### config.mk
export PLATFORM = sky130hd
export DESIGN_NAME = uart_tx_fifo_flat
export DESIGN_NICKNAME = d
export VERILOG_FILES = /design/src/rtl/uart_tx_fifo_if.sv /design/src/rtl/uart_tx_fifo.sv /design/src/flat_wrapper.sv
export SDC_FILE = /design/constraint.sdc
export NUM_CORES = 1
export LEC_CHECK = 0
export CAP_MARGIN = 5
export CORE_MARGIN = 1
export CORE_UTILIZATION = 60
export CTS_BUF_LIST = sky130_fd_sc_hd__clkbuf_16
export DETAILED_ROUTE_END_ITERATION = 10
export PLACE_DENSITY = 0.89
export SETUP_SLACK_MARGIN = 0.02
export SYNTH_ARGS = -nofsm -noshare
export SYNTH_HDL_FRONTEND = slang
export SYNTH_SLANG_ARGS = --single-unit
### constraint.sdc
create_clock -name clk -period 3.71 [get_ports clk]
set_input_delay 0.5565 -clock clk [delete_from_list [all_inputs] [get_ports clk]]
set_output_delay 0.5565 -clock clk [all_outputs]
set_load 0.005 [all_outputs]
### src/rtl/uart_tx_fifo_if.sv
// Bus-side and transmitter-side signals of the UART transmit byte queue.
// The master is the bus/transmitter environment and the slave is the queue itself.
interface uart_tx_fifo_if #(
    parameter int DEPTH_LOG2 = 4
);
    logic                  wr_en;
    logic [7:0]            wr_data;
    logic                  full;
    logic                  empty;
    logic [DEPTH_LOG2:0]   count;
    logic                  overflow;
    logic                  ovf_clr;
    logic [7:0]            tx_data;
    logic                  tx_go;
    logic                  tx_bsy;

    modport master (
        output wr_en, wr_data, ovf_clr, tx_bsy,
        input  full, empty, count, overflow, tx_data, tx_go
    );

    modport slave (
        input  wr_en, wr_data, ovf_clr, tx_bsy,
        output full, empty, count, overflow, tx_data, tx_go
    );
endinterface

### src/rtl/uart_tx_fifo.sv
// Circular byte queue feeding a UART transmitter through a go/bsy/go-low handshake.
// The head byte stays queued until its frame completes, so count includes the byte in flight.
module uart_tx_fifo #(
    parameter int DEPTH_LOG2 = 4
) (
    input  logic            clk,
    input  logic            rst_n,
    uart_tx_fifo_if.slave   bus
);

    localparam int DATA_W = 8;
    localparam int DEPTH  = 2 ** DEPTH_LOG2;
    localparam logic [DEPTH_LOG2:0] DEPTH_CNT = (DEPTH_LOG2 + 1)'(DEPTH);

    typedef enum logic [2:0] {
        IDLE       = 3'b001,
        WAIT_START = 3'b010,
        BUSY       = 3'b100
    } state_t;

    state_t                 state;
    logic [DATA_W-1:0]      mem [DEPTH];
    logic [DEPTH_LOG2-1:0]  wr_ptr;
    logic [DEPTH_LOG2-1:0]  rd_ptr;
    logic [DEPTH_LOG2:0]    count;
    logic                   overflow;
    logic [DATA_W-1:0]      tx_data;
    logic                   tx_go;

    logic                   full;
    logic                   empty;
    logic                   pop;
    logic                   push;
    logic                   ovf_set;

    assign full  = (count == DEPTH_CNT);
    assign empty = (count == '0);

    // A pop frees the head slot in the same cycle, so a write at full is still accepted.
    assign pop     = (state == BUSY) && !bus.tx_bsy;
    assign push    = bus.wr_en && (!full || pop);
    assign ovf_set = bus.wr_en && full && !pop;

    assign bus.full     = full;
    assign bus.empty    = empty;
    assign bus.count    = count;
    assign bus.overflow = overflow;
    assign bus.tx_data  = tx_data;
    assign bus.tx_go    = tx_go;

    always_ff @(posedge clk) begin
        if (push) begin
            mem[wr_ptr] <= bus.wr_data;
        end
    end

    always_ff @(posedge clk or negedge rst_n) begin
        if (!rst_n) begin
            wr_ptr   <= '0;
            rd_ptr   <= '0;
            count    <= '0;
            overflow <= 1'b0;
        end else begin
            if (push) begin
                wr_ptr <= wr_ptr + 1'b1;
            end
            if (pop) begin
                rd_ptr <= rd_ptr + 1'b1;
            end
            case ({push, pop})
                2'b10:   count <= count + 1'b1;
                2'b01:   count <= count - 1'b1;
                default: count <= count;
            endcase
            if (ovf_set) begin
                overflow <= 1'b1;
            end else if (bus.ovf_clr) begin
                overflow <= 1'b0;
            end
        end
    end

    // tx_go stays high through WAIT_START and BUSY; dropping it for one cycle after
    // each frame is what lets the transmitter rearm before the next request.
    always_ff @(posedge clk or negedge rst_n) begin
        if (!rst_n) begin
            state   <= IDLE;
            tx_go   <= 1'b0;
            tx_data <= '0;
        end else begin
            case (state)
                IDLE: begin
                    if (!empty) begin
                        tx_data <= mem[rd_ptr];
                        tx_go   <= 1'b1;
                        state   <= WAIT_START;
                    end
                end
                WAIT_START: begin
                    if (bus.tx_bsy) begin
                        state <= BUSY;
                    end
                end
                BUSY: begin
                    if (!bus.tx_bsy) begin
                        tx_go <= 1'b0;
                        state <= IDLE;
                    end
                end
                default: begin
                    tx_go <= 1'b0;
                    state <= IDLE;
                end
            endcase
        end
    end

endmodule

### src/flat_wrapper.sv
// flat-port wrapper written by rule: the top's interface ports become plain ports
module uart_tx_fifo_flat 
#(
    parameter int DEPTH_LOG2 = 4
)
  (clk, rst_n, bus_wr_en, bus_wr_data, bus_ovf_clr, bus_tx_bsy, bus_full, bus_empty, bus_count, bus_overflow, bus_tx_data, bus_tx_go);
  uart_tx_fifo_if #(.DEPTH_LOG2(DEPTH_LOG2)) bus_i ();
  input  logic clk;
  input  logic rst_n;
  input wire logic [$bits(bus_i.wr_en)-1:0] bus_wr_en;
  input wire logic [$bits(bus_i.wr_data)-1:0] bus_wr_data;
  input wire logic [$bits(bus_i.ovf_clr)-1:0] bus_ovf_clr;
  input wire logic [$bits(bus_i.tx_bsy)-1:0] bus_tx_bsy;
  output wire logic [$bits(bus_i.full)-1:0] bus_full;
  output wire logic [$bits(bus_i.empty)-1:0] bus_empty;
  output wire logic [$bits(bus_i.count)-1:0] bus_count;
  output wire logic [$bits(bus_i.overflow)-1:0] bus_overflow;
  output wire logic [$bits(bus_i.tx_data)-1:0] bus_tx_data;
  output wire logic [$bits(bus_i.tx_go)-1:0] bus_tx_go;
  assign bus_i.wr_en = bus_wr_en;
  assign bus_i.wr_data = bus_wr_data;
  assign bus_i.ovf_clr = bus_ovf_clr;
  assign bus_i.tx_bsy = bus_tx_bsy;
  assign bus_full = bus_i.full;
  assign bus_empty = bus_i.empty;
  assign bus_count = bus_i.count;
  assign bus_overflow = bus_i.overflow;
  assign bus_tx_data = bus_i.tx_data;
  assign bus_tx_go = bus_i.tx_go;
  uart_tx_fifo #(.DEPTH_LOG2(DEPTH_LOG2)) u_core (.clk(clk), .rst_n(rst_n), .bus(bus_i));
endmodule
==> results.sh <==
export IMPL_outcome="completed"
export IMPL_via_per_inst=6.10
export IMPL_port_buffers=29
export IMPL_power_density_mw_per_mm2=732
export IMPL_setup_viol=0
export IMPL_crit_type="in2reg"
export IMPL_synth_async_sr_flop_share_pct=16.9
export IMPL_fp_dieArea_mm2=0.0109
export IMPL_fill_cells=579
export IMPL_hold_path_class="reg2reg"
export IMPL_gp_congestion=0.797
export IMPL_start_util_pct=61.5
export IMPL_synth_avg_cell_area_um2=18.5
export IMPL_via_count=3280
export IMPL_p_int_mw=3.79
export IMPL_first_pass_iters=4
export IMPL_htreeDepth=4
export IMPL_grt_util_met3_pct=7.52
export IMPL_power_frac_clock_pct=29.6
export IMPL_regArea_mm2=0.00450
export IMPL_numCtsBuffers=17
export IMPL_synth_top_area_share_pct=61.1
export IMPL_cts_buffer_depth=2
export IMPL_syn_inst=341
export IMPL_synth_area_leaders="edfxtp_1, mux4_2, dfrtp_1"
export IMPL_combPwrFrac_pct=26.1
export IMPL_hpwlAfterDp_um=7790
export IMPL_wl_per_cell_um=23.4
export IMPL_skew_ns=0.0242
export IMPL_synth_edff_count=128
export IMPL_grt_first_pass_wirelength_um=19800
export IMPL_final_nets=409
export IMPL_clk_latency_ns=0.42
export IMPL_grt_ovfl_total=0
export IMPL_worst_pin_slew_ns=1.14
export IMPL_synth_flop_cell="edfxtp_1"
export IMPL_wl_um=12600
export IMPL_post_route_min_period_ns=2.94
export IMPL_cts_sinks=154
export IMPL_tns_ns=0
export IMPL_ir_drop_mv=0.446
export IMPL_final_common_cell="edfxtp_1"
export IMPL_clk_pin_slew_ns=0.06
export IMPL_drive_gt1_share_pct=24.4
export IMPL_use_met2_pct=41.6
export IMPL_synth_top_cell_by_area="edfxtp_1"
export IMPL_cp_data_required_time_ns=3.76
export IMPL_startpoint_type="primary input"
export IMPL_ys_ff_latch=154
export IMPL_ios=30
export IMPL_grt_pass1_vias=3491
export IMPL_max_freq_ghz=0.340
export IMPL_clockRootBuffer="clkbuf_16"
export IMPL_final_util_pct=71.9
export IMPL_busiest_layer="met2"
export IMPL_rows=37
export IMPL_seqPwrFrac_pct=44.3
export IMPL_syn_nets=361
export IMPL_finalCritPeriodShare_pct=79.2
export IMPL_slew_viol_final=0
export IMPL_drtIter0Drc=318
export IMPL_cts_resized=0
export IMPL_power_mw=5.39
export IMPL_dieHeight_um=104
export IMPL_p_sw_share_pct=29.7
export IMPL_ys_seq_area_share_pct=71.4
export IMPL_syn_to_final_growth_pct=16.9
export IMPL_synthesis_area_mm2=0.00629
export IMPL_cts_hold_buf=0
export IMPL_multi_input_comb_area_mm2=0.00168
export IMPL_p_leak_nw=2.48
export IMPL_yosys_warnings=0
export IMPL_finalHoldViolations=0
export IMPL_antenna_found_initial=0
export IMPL_fp_coreArea_mm2=0.0102
export IMPL_track_usage_pct=25.9
export IMPL_drc=0
export IMPL_die_w_um=104
export IMPL_ant_nets=0
export IMPL_switching_power_mw=1.60
export IMPL_slew_headroom_pct=23.4
export IMPL_synth_cell_type_count=43
export IMPL_crit_fanout=8
export IMPL_postCtsSetupBuffers=0
export IMPL_diodes=0
export IMPL_crit_arrival_ns=2.99
export IMPL_layout_common_cells="edfxtp_1, mux4_2, clkdlybuf4s50_1"
export IMPL_grt_max_degree=28
export IMPL_cts_tree="done"
export IMPL_endpoint_kind="register"
export IMPL_use_met1_pct=32.4
export IMPL_rsz0062_at_grt="no"
export IMPL_maxCapViolations=0
-- worst max-delay path, cell delays in order --
cell             delay, ns
clkdlybuf4s50_1       0.52
or4b_1                0.70
a31oi_4               0.40
nand2_1               0.21
nor2_1                0.60
-- synthesized netlist by cell type (2+ instances only) --
master	n
o21ai_0	10
nor3b_1	3
dfrtp_1	25
nor2b_1	2
mux2_2	9
xnor2_1	9
a21oi_1	3
a22oi_1	2
nand2_1	18
ha_1	7
a31oi_1	3
edfxtp_1	128
or2_2	2
buf_4	3
buf_2	9
buf_1	2
xor2_1	2
mux2i_1	16
nand4_1	2
inv_1	6
clkbuf_1	5
mux4_2	32
nand2b_1	2
nor3_1	5
nor2_1	18
-- flip-flops by register name, summed over array words and instances, names as in the netlist --
register             count
u_core.mem             128
u_core.bus.tx_data       8
u_core.bus.count         5
u_core.rd_ptr            4
u_core.wr_ptr            4
u_core.state             3
u_core.bus.overflow      1
u_core.bus.tx_go         1
-- power by group through the flow --
stage	registers, mW	clock network (mW)	logic [mW]
finish	2.38	1.60	1.41
floorplan	2.30	0	1.01
CTS	2.38	1.62	1.42
global route	2.42	1.69	1.52
detailed placement	2.41	0	1.39
global placement	2.38	0	1.33
-- per-layer routing --
| metal | up-vias | wire length (um) |
|---|---|---|
| met5 | - | 0 |
| met4 | 0 | 415 |
| met3 | 28 | 972 |
| met2 | 157 | 6560 |
| met1 | 1657 | 4660 |
| li1 | 1438 | - |
-- cell families (layout without fill, tap and decap cells) --
family,Yosys count,in the layout,share of synthesized area (%)
mux,57,57,15.6
simple gates,60,60,5.17
xor+xnor,11,11,1.53
fa+ha+maj,7,7,1.39
buf+inv,25,86,1.85
flops,154,154,71.4
compound gates,27,27,3.02
-- worst paths after layout --
path	start	end	cells past startpoint	slack (ns)
max in group asynchronous	rst_n	u_core.wr_ptr[2]$_DFFE_PN0P_	1	2.26
setup / recovery	bus_tx_bsy	u_core.mem[10][2]$_DFFE_PP_	5	0.77
hold reg to reg	u_core.bus.tx_data[6]$_DFFE_PN0P_	u_core.bus.tx_data[6]$_DFFE_PN0P_	2	0.49
setup reg to reg	u_core.state[1]$_DFFE_PN0P_	u_core.mem[10][2]$_DFFE_PP_	4	0.92
hold / removal	u_core.bus.tx_data[6]$_DFFE_PN0P_	u_core.bus.tx_data[6]$_DFFE_PN0P_	2	0.49
min in group asynchronous	rst_n	u_core.bus.tx_data[1]$_DFFE_PN0P_	1	0.75
-- cell type report --
| cell class | instances | area share [%] |
|---|---|---|
| inverters | 6 | 0.306 |
| well taps | 136 | 2.31 |
| repair buffers | 48 | 5.89 |
| flip-flops and latches | 154 | 61.1 |
| clock buffers | 17 | 5.78 |
| clock inverters | 15 | 1.73 |
| multi-input cells | 162 | 22.9 |
-- metrics by stage --
| stage | area (um^2) | worst slack (ns) | instances | hold slack, ns |
|---|---|---|---|---|
| final | 7360 | 0.771 | 538 | 0.489 |
| after global routing | 7360 | 0.645 | 538 | 0.519 |
| after CTS | 7360 | 0.788 | 538 | 0.495 |
| after detailed placement | 6800 | 0.398 | 506 | 0.482 |
| after global placement | 6800 | 0.506 | 506 | 0.469 |
| after floorplan | 6290 | 1.12 | 341 | 0.261 |
Note: power is estimated with default switching activity, not from simulation.
